==> src/rtl/eprobe_led_sequencer_pkg.sv <==
// Shared encodings and default field widths for the E-probe uLED address sequencer.
// Holds the FSM state and command mode enums plus a width helper.
package eprobe_pkg;

  localparam int DEF_ADDR_W     = 10;
  localparam int DEF_PIX_W      = 2;
  localparam int DEF_ROW_W      = 6;
  localparam int DEF_SETTLE_CYC = 8;
  localparam int DEF_LOAD_CYC   = 1;
  localparam int DEF_DWELL_W    = 16;

  typedef enum logic [2:0] {
    ST_IDLE   = 3'd0,
    ST_SETTLE = 3'd1,
    ST_LOAD   = 3'd2,
    ST_HOLD   = 3'd3,
    ST_DONE   = 3'd4
  } state_e;

  typedef enum logic [1:0] {
    MODE_NOP    = 2'b00,
    MODE_SINGLE = 2'b01,
    MODE_RANGE  = 2'b10,
    MODE_CONT   = 2'b11
  } mode_e;

  function automatic int max3(input int a, input int b, input int c);
    int m;
    m = (a > b) ? a : b;
    return (m > c) ? m : c;
  endfunction

endpackage

==> src/rtl/eprobe_led_sequencer_if.sv <==
// Host-command / chip-pin bundle of the uLED sequencer.
// master = command source (host registers), slave = the sequencer itself.
interface eprobe_led_sequencer_if
  import eprobe_pkg::*;
#(
  parameter int ADDR_W  = DEF_ADDR_W,
  parameter int PIX_W   = DEF_PIX_W,
  parameter int ROW_W   = DEF_ROW_W,
  parameter int DWELL_W = DEF_DWELL_W
);
  localparam int PROBE_W = ADDR_W - PIX_W - ROW_W;

  logic               trig;
  logic [1:0]         mode;
  logic [ADDR_W-1:0]  start_addr;
  logic [ADDR_W-1:0]  end_addr;
  logic [ADDR_W-1:0]  stride;
  logic [DWELL_W-1:0] dwell;
  logic               abort;

  logic [PIX_W-1:0]   pix;
  logic [ROW_W-1:0]   addr;
  logic [PROBE_W-1:0] probe;
  logic               load;
  logic               busy;
  logic               done;
  logic [2:0]         state;

  modport master (
    output trig, mode, start_addr, end_addr, stride, dwell, abort,
    input  pix, addr, probe, load, busy, done, state
  );

  modport slave (
    input  trig, mode, start_addr, end_addr, stride, dwell, abort,
    output pix, addr, probe, load, busy, done, state
  );

endinterface

==> src/rtl/eprobe_led_sequencer_addr_stepper.sv <==
// Combinational next-point calculator: next sweep address (with continuous wrap)
// and whether the current point is the final one of the command.
module eprobe_addr_stepper
  import eprobe_pkg::*;
#(
  parameter int ADDR_W = DEF_ADDR_W
) (
  input  logic [ADDR_W-1:0] cur_addr,
  input  logic [ADDR_W-1:0] stride,
  input  logic [ADDR_W-1:0] start_addr,
  input  logic [ADDR_W-1:0] end_addr,
  input  mode_e             mode,
  output logic [ADDR_W-1:0] nxt_addr,
  output logic              is_last
);

  logic [ADDR_W:0] sum;
  logic            past_end;

  // One extra bit so a step past the top of the address space is seen as the end.
  always_comb begin
    sum      = {1'b0, cur_addr} + {1'b0, stride};
    past_end = sum[ADDR_W] || (sum > {1'b0, end_addr});
    nxt_addr = sum[ADDR_W-1:0];
    is_last  = 1'b0;
    case (mode)
      MODE_SINGLE: is_last = 1'b1;
      MODE_RANGE:  is_last = past_end;
      MODE_CONT: begin
        if (past_end) begin
          nxt_addr = start_addr;
        end
      end
      default:     is_last = 1'b1;
    endcase
  end

endmodule

==> src/rtl/eprobe_led_sequencer.sv <==
// uLED address sequencer: single / range / continuous sweeps with settle, load
// strobe and dwell timing, driving the probe/addr/pix fields and load pin.
module eprobe_led_sequencer
  import eprobe_pkg::*;
#(
  parameter int ADDR_W     = DEF_ADDR_W,
  parameter int PIX_W      = DEF_PIX_W,
  parameter int ROW_W      = DEF_ROW_W,
  parameter int SETTLE_CYC = DEF_SETTLE_CYC,
  parameter int LOAD_CYC   = DEF_LOAD_CYC,
  parameter int DWELL_W    = DEF_DWELL_W
) (
  input logic                   clk,
  input logic                   rst,
  eprobe_led_sequencer_if.slave bus
);

  localparam int CNT_W = max3($clog2(SETTLE_CYC + 1), $clog2(LOAD_CYC + 1), DWELL_W);

  state_e             state_q, state_d;
  logic [CNT_W-1:0]   cnt_q, cnt_d;
  logic [ADDR_W-1:0]  cur_addr_q, cur_addr_d;
  logic               load_q, load_d;
  logic               busy_q, busy_d;
  logic               done_q, done_d;

  mode_e              mode_q, mode_d;
  logic [ADDR_W-1:0]  start_q, start_d;
  logic [ADDR_W-1:0]  end_q, end_d;
  logic [ADDR_W-1:0]  stride_q, stride_d;
  logic [DWELL_W-1:0] dwell_q, dwell_d;

  logic               cfg_load;
  logic [ADDR_W-1:0]  nxt_addr;
  logic               is_last;

  eprobe_addr_stepper #(.ADDR_W(ADDR_W)) u_stepper (
    .cur_addr   (cur_addr_q),
    .stride     (stride_q),
    .start_addr (start_q),
    .end_addr   (end_q),
    .mode       (mode_q),
    .nxt_addr   (nxt_addr),
    .is_last    (is_last)
  );

  always_comb begin
    state_d    = state_q;
    cnt_d      = cnt_q;
    cur_addr_d = cur_addr_q;
    load_d     = 1'b0;
    busy_d     = busy_q;
    done_d     = 1'b0;
    cfg_load   = 1'b0;

    // Abort wins over every other transition once a command is running.
    if (bus.abort && (state_q != ST_IDLE)) begin
      state_d = ST_IDLE;
      busy_d  = 1'b0;
      cnt_d   = '0;
    end else begin
      case (state_q)
        ST_IDLE: begin
          busy_d = 1'b0;
          if (bus.trig && (bus.mode != MODE_NOP)) begin
            cfg_load   = 1'b1;
            cur_addr_d = bus.start_addr;
            state_d    = ST_SETTLE;
            cnt_d      = CNT_W'(SETTLE_CYC - 1);
            busy_d     = 1'b1;
          end
        end
        ST_SETTLE: begin
          if (cnt_q == '0) begin
            state_d = ST_LOAD;
            load_d  = 1'b1;
            cnt_d   = CNT_W'(LOAD_CYC - 1);
          end else begin
            cnt_d = cnt_q - CNT_W'(1);
          end
        end
        ST_LOAD: begin
          if (cnt_q != '0) begin
            load_d = 1'b1;
            cnt_d  = cnt_q - CNT_W'(1);
          end else if (is_last) begin
            state_d = ST_DONE;
            done_d  = 1'b1;
            busy_d  = 1'b0;
          end else if (dwell_q == '0) begin
            state_d    = ST_SETTLE;
            cur_addr_d = nxt_addr;
            cnt_d      = CNT_W'(SETTLE_CYC - 1);
          end else begin
            state_d = ST_HOLD;
            cnt_d   = CNT_W'(dwell_q) - CNT_W'(1);
          end
        end
        ST_HOLD: begin
          if (cnt_q == '0) begin
            state_d    = ST_SETTLE;
            cur_addr_d = nxt_addr;
            cnt_d      = CNT_W'(SETTLE_CYC - 1);
          end else begin
            cnt_d = cnt_q - CNT_W'(1);
          end
        end
        ST_DONE: begin
          state_d = ST_IDLE;
          busy_d  = 1'b0;
        end
        default: begin
          state_d = ST_IDLE;
          busy_d  = 1'b0;
          cnt_d   = '0;
        end
      endcase
    end
  end

  // Command parameters are captured once per accepted trigger; a zero stride means 1.
  always_comb begin
    mode_d   = mode_q;
    start_d  = start_q;
    end_d    = end_q;
    stride_d = stride_q;
    dwell_d  = dwell_q;
    if (cfg_load) begin
      mode_d   = mode_e'(bus.mode);
      start_d  = bus.start_addr;
      end_d    = bus.end_addr;
      stride_d = (bus.stride == '0) ? ADDR_W'(1) : bus.stride;
      dwell_d  = bus.dwell;
    end
  end

  always_ff @(posedge clk) begin
    if (!rst) begin
      state_q    <= ST_IDLE;
      cnt_q      <= '0;
      cur_addr_q <= '0;
      load_q     <= 1'b0;
      busy_q     <= 1'b0;
      done_q     <= 1'b0;
    end else begin
      state_q    <= state_d;
      cnt_q      <= cnt_d;
      cur_addr_q <= cur_addr_d;
      load_q     <= load_d;
      busy_q     <= busy_d;
      done_q     <= done_d;
    end
  end

  always_ff @(posedge clk) begin
    mode_q   <= mode_d;
    start_q  <= start_d;
    end_q    <= end_d;
    stride_q <= stride_d;
    dwell_q  <= dwell_d;
  end

  assign bus.pix   = cur_addr_q[PIX_W-1:0];
  assign bus.addr  = cur_addr_q[PIX_W+ROW_W-1:PIX_W];
  assign bus.probe = cur_addr_q[ADDR_W-1:PIX_W+ROW_W];
  assign bus.load  = load_q;
  assign bus.busy  = busy_q;
  assign bus.done  = done_q;
  assign bus.state = state_q;

endmodule

==> src/flat_wrapper.sv <==
// flat-port wrapper written by rule: the top's interface ports become plain ports
module eprobe_led_sequencer_flat import eprobe_pkg::*;
#(
  parameter int ADDR_W     = DEF_ADDR_W,
  parameter int PIX_W      = DEF_PIX_W,
  parameter int ROW_W      = DEF_ROW_W,
  parameter int SETTLE_CYC = DEF_SETTLE_CYC,
  parameter int LOAD_CYC   = DEF_LOAD_CYC,
  parameter int DWELL_W    = DEF_DWELL_W
)
  (clk, rst, bus_trig, bus_mode, bus_start_addr, bus_end_addr, bus_stride, bus_dwell, bus_abort, bus_pix, bus_addr, bus_probe, bus_load, bus_busy, bus_done, bus_state);
  eprobe_led_sequencer_if #(.ADDR_W(ADDR_W), .PIX_W(PIX_W), .ROW_W(ROW_W), .DWELL_W(DWELL_W)) bus_i ();
  input logic clk;
  input logic rst;
  input wire logic [$bits(bus_i.trig)-1:0] bus_trig;
  input wire logic [$bits(bus_i.mode)-1:0] bus_mode;
  input wire logic [$bits(bus_i.start_addr)-1:0] bus_start_addr;
  input wire logic [$bits(bus_i.end_addr)-1:0] bus_end_addr;
  input wire logic [$bits(bus_i.stride)-1:0] bus_stride;
  input wire logic [$bits(bus_i.dwell)-1:0] bus_dwell;
  input wire logic [$bits(bus_i.abort)-1:0] bus_abort;
  output wire logic [$bits(bus_i.pix)-1:0] bus_pix;
  output wire logic [$bits(bus_i.addr)-1:0] bus_addr;
  output wire logic [$bits(bus_i.probe)-1:0] bus_probe;
  output wire logic [$bits(bus_i.load)-1:0] bus_load;
  output wire logic [$bits(bus_i.busy)-1:0] bus_busy;
  output wire logic [$bits(bus_i.done)-1:0] bus_done;
  output wire logic [$bits(bus_i.state)-1:0] bus_state;
  assign bus_i.trig = bus_trig;
  assign bus_i.mode = bus_mode;
  assign bus_i.start_addr = bus_start_addr;
  assign bus_i.end_addr = bus_end_addr;
  assign bus_i.stride = bus_stride;
  assign bus_i.dwell = bus_dwell;
  assign bus_i.abort = bus_abort;
  assign bus_pix = bus_i.pix;
  assign bus_addr = bus_i.addr;
  assign bus_probe = bus_i.probe;
  assign bus_load = bus_i.load;
  assign bus_busy = bus_i.busy;
  assign bus_done = bus_i.done;
  assign bus_state = bus_i.state;
  eprobe_led_sequencer #(.ADDR_W(ADDR_W), .PIX_W(PIX_W), .ROW_W(ROW_W), .SETTLE_CYC(SETTLE_CYC), .LOAD_CYC(LOAD_CYC), .DWELL_W(DWELL_W)) u_core (.clk(clk), .rst(rst), .bus(bus_i));
endmodule
==> config.mk <==
export PLATFORM = sky130hd
export DESIGN_NAME = eprobe_led_sequencer_flat
export DESIGN_NICKNAME = d
export VERILOG_FILES = /design/src/rtl/eprobe_led_sequencer_pkg.sv /design/src/rtl/eprobe_led_sequencer_if.sv /design/src/rtl/eprobe_led_sequencer_addr_stepper.sv /design/src/rtl/eprobe_led_sequencer.sv /design/src/flat_wrapper.sv
export SDC_FILE = /design/constraint.sdc
export NUM_CORES = 1
export LEC_CHECK = 0
export CAP_MARGIN = 20
export CORE_UTILIZATION = 50
export DETAILED_ROUTE_END_ITERATION = 12
export GPL_TIMING_DRIVEN = 0
export MAX_ROUTING_LAYER = met4
export PLACE_DENSITY = 0.77
export SYNTH_ARGS = -nofsm -noshare
export SYNTH_HDL_FRONTEND = slang
export SYNTH_SLANG_ARGS = --single-unit
==> constraint.sdc <==
create_clock -name clk -period 9.45 [get_ports clk]
set_input_delay 1.4175 -clock clk [delete_from_list [all_inputs] [get_ports clk]]
set_output_delay 1.4175 -clock clk [all_outputs]
set_load 0.1 [all_outputs]
== Word level (Yosys, flattened, before mapping) ==
Index checks and enable logic that the tools add are counted.

* Flip-flop bits (word level): 80
* Latch bits: 0
* RAM bits: 0
* Memory bits (read-only): 0
* Input port bits: 52
* Output and inout port bits: 16
* Memories: 0

* Add/sub/neg operators: 3
* Multipliers: 0
* Divide/modulo/power cells: 0
* $lt $le $gt $ge: 1
* Equal/unequal tests: 14
* Shift operators: 0
* Muxes and demuxes: 33
* Bitwise operators: 5
* Reductions and logical operators: 18

{| class="wikitable"
|+ Operators by type and width
! kind !! count
|-
| two-way mux 16 bit || 6
|-
| one-hot mux 16 bit (5 select lines) || 1
|-
| two-way mux 10 bit || 7
|-
| logical NOT 16 bit || 2
|-
| subtractor 16 x 1 -> 16 bit (second input constant) || 2
|-
| one-hot mux 10 bit (3 select lines) || 1
|-
| nonzero test 16 bit || 1
|-
| two-way mux 3 bit || 5
|-
| one-hot mux 3 bit (4 select lines) || 1
|-
| adder 10 x 10 -> 11 bit || 1
|-
| > comparator 11 x 10 -> 1 bit || 1
|-
| logical NOT 10 bit || 1
|-
| != test 2 x 1 -> 1 bit (second input constant) || 5
|-
| two-way mux 1 bit || 8
|-
| AND reduction 7 bit || 1
|-
| equality test 3 x 2 -> 1 bit (second input constant) || 2
|-
| AND reduction 3 bit || 2
|-
| nonzero test 3 bit || 2
|-
| NOT 1 bit || 5
|-
| equality test 2 bit (second input constant) || 2
|-
| != test 2 bit (second input constant) || 2
|-
| one-hot mux 1 bit (2 select lines) || 2
|-
| AND reduction 4 bit || 1
|-
| OR reduction 2 bit || 2
|-
| other kinds (10) || 11
|}

== Depth between registers and ports, before layout ==
* Depth in word-level cells: 9
* Mapped depth: 17
* Depth with buffers taken out: 16

== Cells and area by module ==
A second synthesis with hierarchy kept.

* Cells, all modules: 431
* Area, all modules: 4596.9 um2

{| class="wikitable"
|+ By module, submodules not included
! module !! times used !! cells an instance !! area each (um2) !! seq. area each (um2)
|-
| eprobe_led_sequencer || 1 || 328 || 3779.9 || 2082.0
|-
| eprobe_addr_stepper || 1 || 103 || 817.0 || 0.0
|}

== Least setup slack after synthesis ==
Ideal clock, no wire load.

* Path type: register to register
* From: reg u_core.cur_addr_q[0]
* To: reg u_core.cnt_q[15]
* Library setup time: 0.117 ns
* Arrival time: 4.331 ns
* Required time: 9.333 ns
* Slack: 5.002 ns
* Stages on the path, launching flop included: 18
* Cell sequence: dfxtp_1 > ha_1 > fa_1 > a211oi_1 > o21a_1 > nor2_1 > a21o_1 > inv_1 > ha_1 > and3_1 > a221o_1 > a211oi_1 > o21a_1 > o211a_1 > and2_1 > clkbuf_1 > o21ai_0 > a32o_1

* Word-level cells in the longest chain between the ends: 6

{| class="wikitable"
|+ Ends and longest elaborated chain
! element !! RTL line !! source
|-
| start, declared || eprobe_led_sequencer.sv:22 || <nowiki>logic [ADDR_W-1:0] cur_addr_q, cur_addr_d;</nowiki>
|-
| start signal, assigned || eprobe_led_sequencer.sv:148 || <nowiki>cur_addr_q <= cur_addr_d;</nowiki>
|-
| adder 10 x 10 -> 11 bit * || eprobe_led_sequencer_addr_stepper.sv:22 || <nowiki>sum = {1'b0, cur_addr} + {1'b0, stride};</nowiki>
|-
| > comparator 11 x 10 -> 1 bit || eprobe_led_sequencer_addr_stepper.sv:23 || <nowiki>past_end = sum[ADDR_W] || (sum > {1'b0, end_addr});</nowiki>
|-
| logical OR 1 bit * || eprobe_led_sequencer_addr_stepper.sv:23 ||
|-
| one-hot mux 1 bit (2 select lines) * || eprobe_led_sequencer_addr_stepper.sv:26 || <nowiki>case (mode)</nowiki>
|-
| != test 3 bit (no source line) * || n/a ||
|-
| AND reduction 3 bit (no source line) * || n/a ||
|-
| end signal, assigned || eprobe_led_sequencer.sv:147 || <nowiki>cnt_q <= cnt_d;</nowiki>
|-
| end, declared || eprobe_led_sequencer.sv:21 || <nowiki>logic [CNT_W-1:0] cnt_q, cnt_d;</nowiki>
|}

Every way passes the cells marked *; elsewhere a longest branch is shown, timed or not.
A chain may end at the register's enable or synchronous reset.

== Worst setup path after layout ==
Ends and elaborated chain as after synthesis.

==> flow_summary_export.csv <==
group,metric,value,unit
synthesis,synth_top_area_share,31.1,%
clock_tree,postCtsSetupRepairBufs,0,
clock_tree,tritoncts,"done",
synthesis,synth_area,4640,sq um
synthesis,synth_fa_ha_area_share,6.63,%
finish,final_common_cell,"clkdlybuf4s50_1",
floorplan,die_w,98.3,microns
sta,tightest_slew,986,ps
critical_path,cp.required,9690,ps
floorplan,ioPinCount,68,
routing,vias,4003,
routing,first_pass_iters,7,
grt,antenna_found_initial,0,
sta,setup_viol,0,
routing,initialDrtViolationCount,377,
finish,postLayoutCellArea,5620,sq um
routing,wire_per_inst,18.1,microns
clock_tree,clockBufferDepth,2,
synthesis,yosys.area.top_type,"edfxtp_1",
synthesis,synth-compound-area-share,20.4,%
critical_path,critPathTopFamily,"compound AO/OA/AOI/OAI gates",
routing,highest_layer,"met4",
routing,wl_met3,882,microns
routing,routed_wl,11.9,mm
sta,fin_tns_setup,0,ps
synthesis,synth_simple_gate_area_share,17.8,%
placement,io_buffer_count,66,
routing,wl_met1,5.58,mm
synthesis,synthXorXnorAreaFrac,4.15,%
routing,via_per_inst,6.06,
critical_path,cp_cell_sequence,"ha_1 > fa_1 > a211oi_1 > nor2_1 > o21ai_0 > a21o_1 > inv_1 > ha_1 > and3_1 > a221o_1 > a211oi_1 > o21a_1 > o211a_1 > and2_1 > clkbuf_1 > o21ai_0 > a32o_1",
synthesis,synth_top_family_by_area,"compound AO/OA/AOI/OAI gates",
synthesis,ys.flop_type,"edfxtp_1",
critical_path,worst-path-stages,17,
status,status,"finished, final reports clean",
clock_tree,clk_latency,350,ps
synthesis,avgSynthCellArea,9.87,sq um
finish,fin_nets,624,
synthesis,ys_types,71,
critical_path,r2r_slack,4590,ps
power,max-vdd-ir-drop,0.130,mV
synthesis,ys_seq_area_share,44.9,%
floorplan,start_util,52.4,%
synthesis,synth-edff-count,48,
grt,grt_pass1_wl,19.8,mm
grt,grt_overflow_total,0,
sta,timing.fmax,0.206,GHz
synthesis,synth_nets,546,
synthesis,netlist_instances,470,
floorplan,die_h,98.3,microns
critical_path,worstPathMaxFanout,10,
synthesis,ys_ff_latch,80,
placement,dp_hpwl,8.98,mm
power,powerDensity,303,nW/um^2
critical_path,worst_path_max_delay_cell,"fa_1",
clock_tree,clock-sinks,80,
synthesis,async_reset_ff_share,0,%
clock_tree,cts_buffers,9,
synthesis,ys_top_cells_by_area,"edfxtp_1 (31%), dfxtp_1 (14%), ha_1 (6.2%), o211ai_1 (4.4%), a21oi_1 (3.0%)",
critical_path,end_kind,"register",
critical_path,critPathKind,"register to register",
placement,gp_congestion,0.878,
finish,area_growth,21.1,%
critical_path,reg2reg_depth,17,
clock_tree,htreeDepth,3,
critical_path,startpoint_type,"register",
finish,finalNonFillerCells,661,
sta,hold_viol_final,0,
run,maxCapViolations,0,
min_path,holdCritPathClass,"register to register",
synthesis,synth.area.mux_share,0.216,%
grt,grt_max_degree,46,
routing,drc,0,
floorplan,placeableCoreArea,8850,sq um
routing,route.met2.wl,5.34,mm
grt,grt_usage,27.0,%
sta,slew_viol_final,0,
power,total_leakage_power,0.00212,uW
finish,drive_above_1_share,8.68,%
sta,fin_skew,12.2,ps
routing,antenna_left,0,
floorplan,num_rows,34,
sta,min_period,4860,ps
grt,grt_pass1_vias,3907,
critical_path,cp.arrival,5090,ps
min_path,whs_path_depth,2,
finish,final_util,63.5,%
floorplan,dieArea,9670,sq um
sta,slew_headroom,34.0,%
clock_tree,clockRootBuffer,"clkbuf_8",
sta,rsz0062_at_grt,"no",
sta,period_share,51.4,%
placement,dp_cells,645,
finish,diodes,0,
clock_tree,post_cts_resized,0,
placement,placed_area,5460,sq um
clock_tree,cts_hold_buf,0,
finish,final_cell_mix,"clkdlybuf4s50_1 (66), edfxtp_1 (48), dfxtp_1 (32)",
clock_tree,clk_pin_slew,90,ps
critical_path,cpPeakStageDelay,440,ps
synthesis,yosysWarnings,0,
critical_path,path_buf_inv,2,
power by group:
part	leakage [uW]	switching, uW	internal [uW]
combinational	0.00133	630	337
clock	0.0000781	133	94.2
sequential	0.000715	56.5	455
total	0.00212	820	886
through the flow:
stage	total power, uW	worst slack, ps	hold slack, ps
final	1710	4590	502
after CTS	1700	4680	501
after floorplan	1210	5000	454
after detailed placement	1470	4740	484
after global routing	1820	4310	516
after global placement	1440	4790	487
path summary, 6_finish.rpt:
| check | endpoint | startpoint |
|---|---|---|
| setup / recovery | u_core.cnt_q[15]$_SDFFE_PP0P_ | u_core.cur_addr_q[0]$_SDFFE_PN0P_ |
| hold / removal | u_core.cnt_q[11]$_SDFFE_PP0P_ | u_core.cnt_q[11]$_SDFFE_PP0P_ |
| setup reg to reg | u_core.cnt_q[15]$_SDFFE_PP0P_ | u_core.cur_addr_q[0]$_SDFFE_PN0P_ |
| hold reg to reg | u_core.cnt_q[11]$_SDFFE_PP0P_ | u_core.cnt_q[11]$_SDFFE_PP0P_ |
cells by family after synthesis:
family,after synthesis
adders and majority gates,24
AOI/OAI and AO/OA,139
buffers and inverters,58
muxes,1
and+or+nand+nor,146
DFF,80
xor gates and xnor gates,22
cell type report:
class / instances / area (sq um)
Sequential cell: 80 / 2080
Buffer: 29 / 168
Timing Repair Buffer: 67 / 681
Tap cell: 108 / 135
Fill cell: 749 / 3230
Multi-Input combinational cell: 332 / 2280
Inverter: 29 / 109
Clock buffer: 10 / 128
Clock inverter: 6 / 37.5
metal layers:
metal / global-route usage [%] / vias up
li1: - / 1910
met1: 37.8 / 1920
met2: 38.7 / 155
met3: 7.09 / 18
met4: 6.89 / 0
met5: - / -
sequential cells by signal, indices dropped and copies added (netlist names):
signal and count:
u_core.cnt_q 16, u_core.mode_q 2, u_core.end_q 10, u_core.cur_addr_q 10, u_core.stride_q 10, u_core.bus.state 3
u_core.bus.done 1, u_core.bus.busy 1, u_core.bus.load 1, u_core.dwell_q 16, u_core.start_q 10
worst reg2reg max path: cells and delay by family, from the launching register on:
family | cells | cell delay [ps]
simple gates | 3 | 540
compound gates | 9 | 2360
flops | 1 | 380
fa+ha+maj | 3 | 980
buf+inv | 2 | 480
cells in the mapped netlist, drive strengths merged, types with 4 or more instances:
cell and number:
nor3 13, xnor2 12, inv 29, and3 5, o211ai 27, clkbuf 20
or3 8, nor4 9, o22ai 6, nand3 21, nand2b 6, and2 9
nand2 27, a32o 6, o2111ai 4, dfxtp 32, a21o 7, or4 6
a21oi 29, o21ai 31, nor2 28, ha 23, xor2 10, o31ai 5
buf 7, edfxtp 48, a211oi 5
Note: power is estimated with default switching activity, not from simulation.
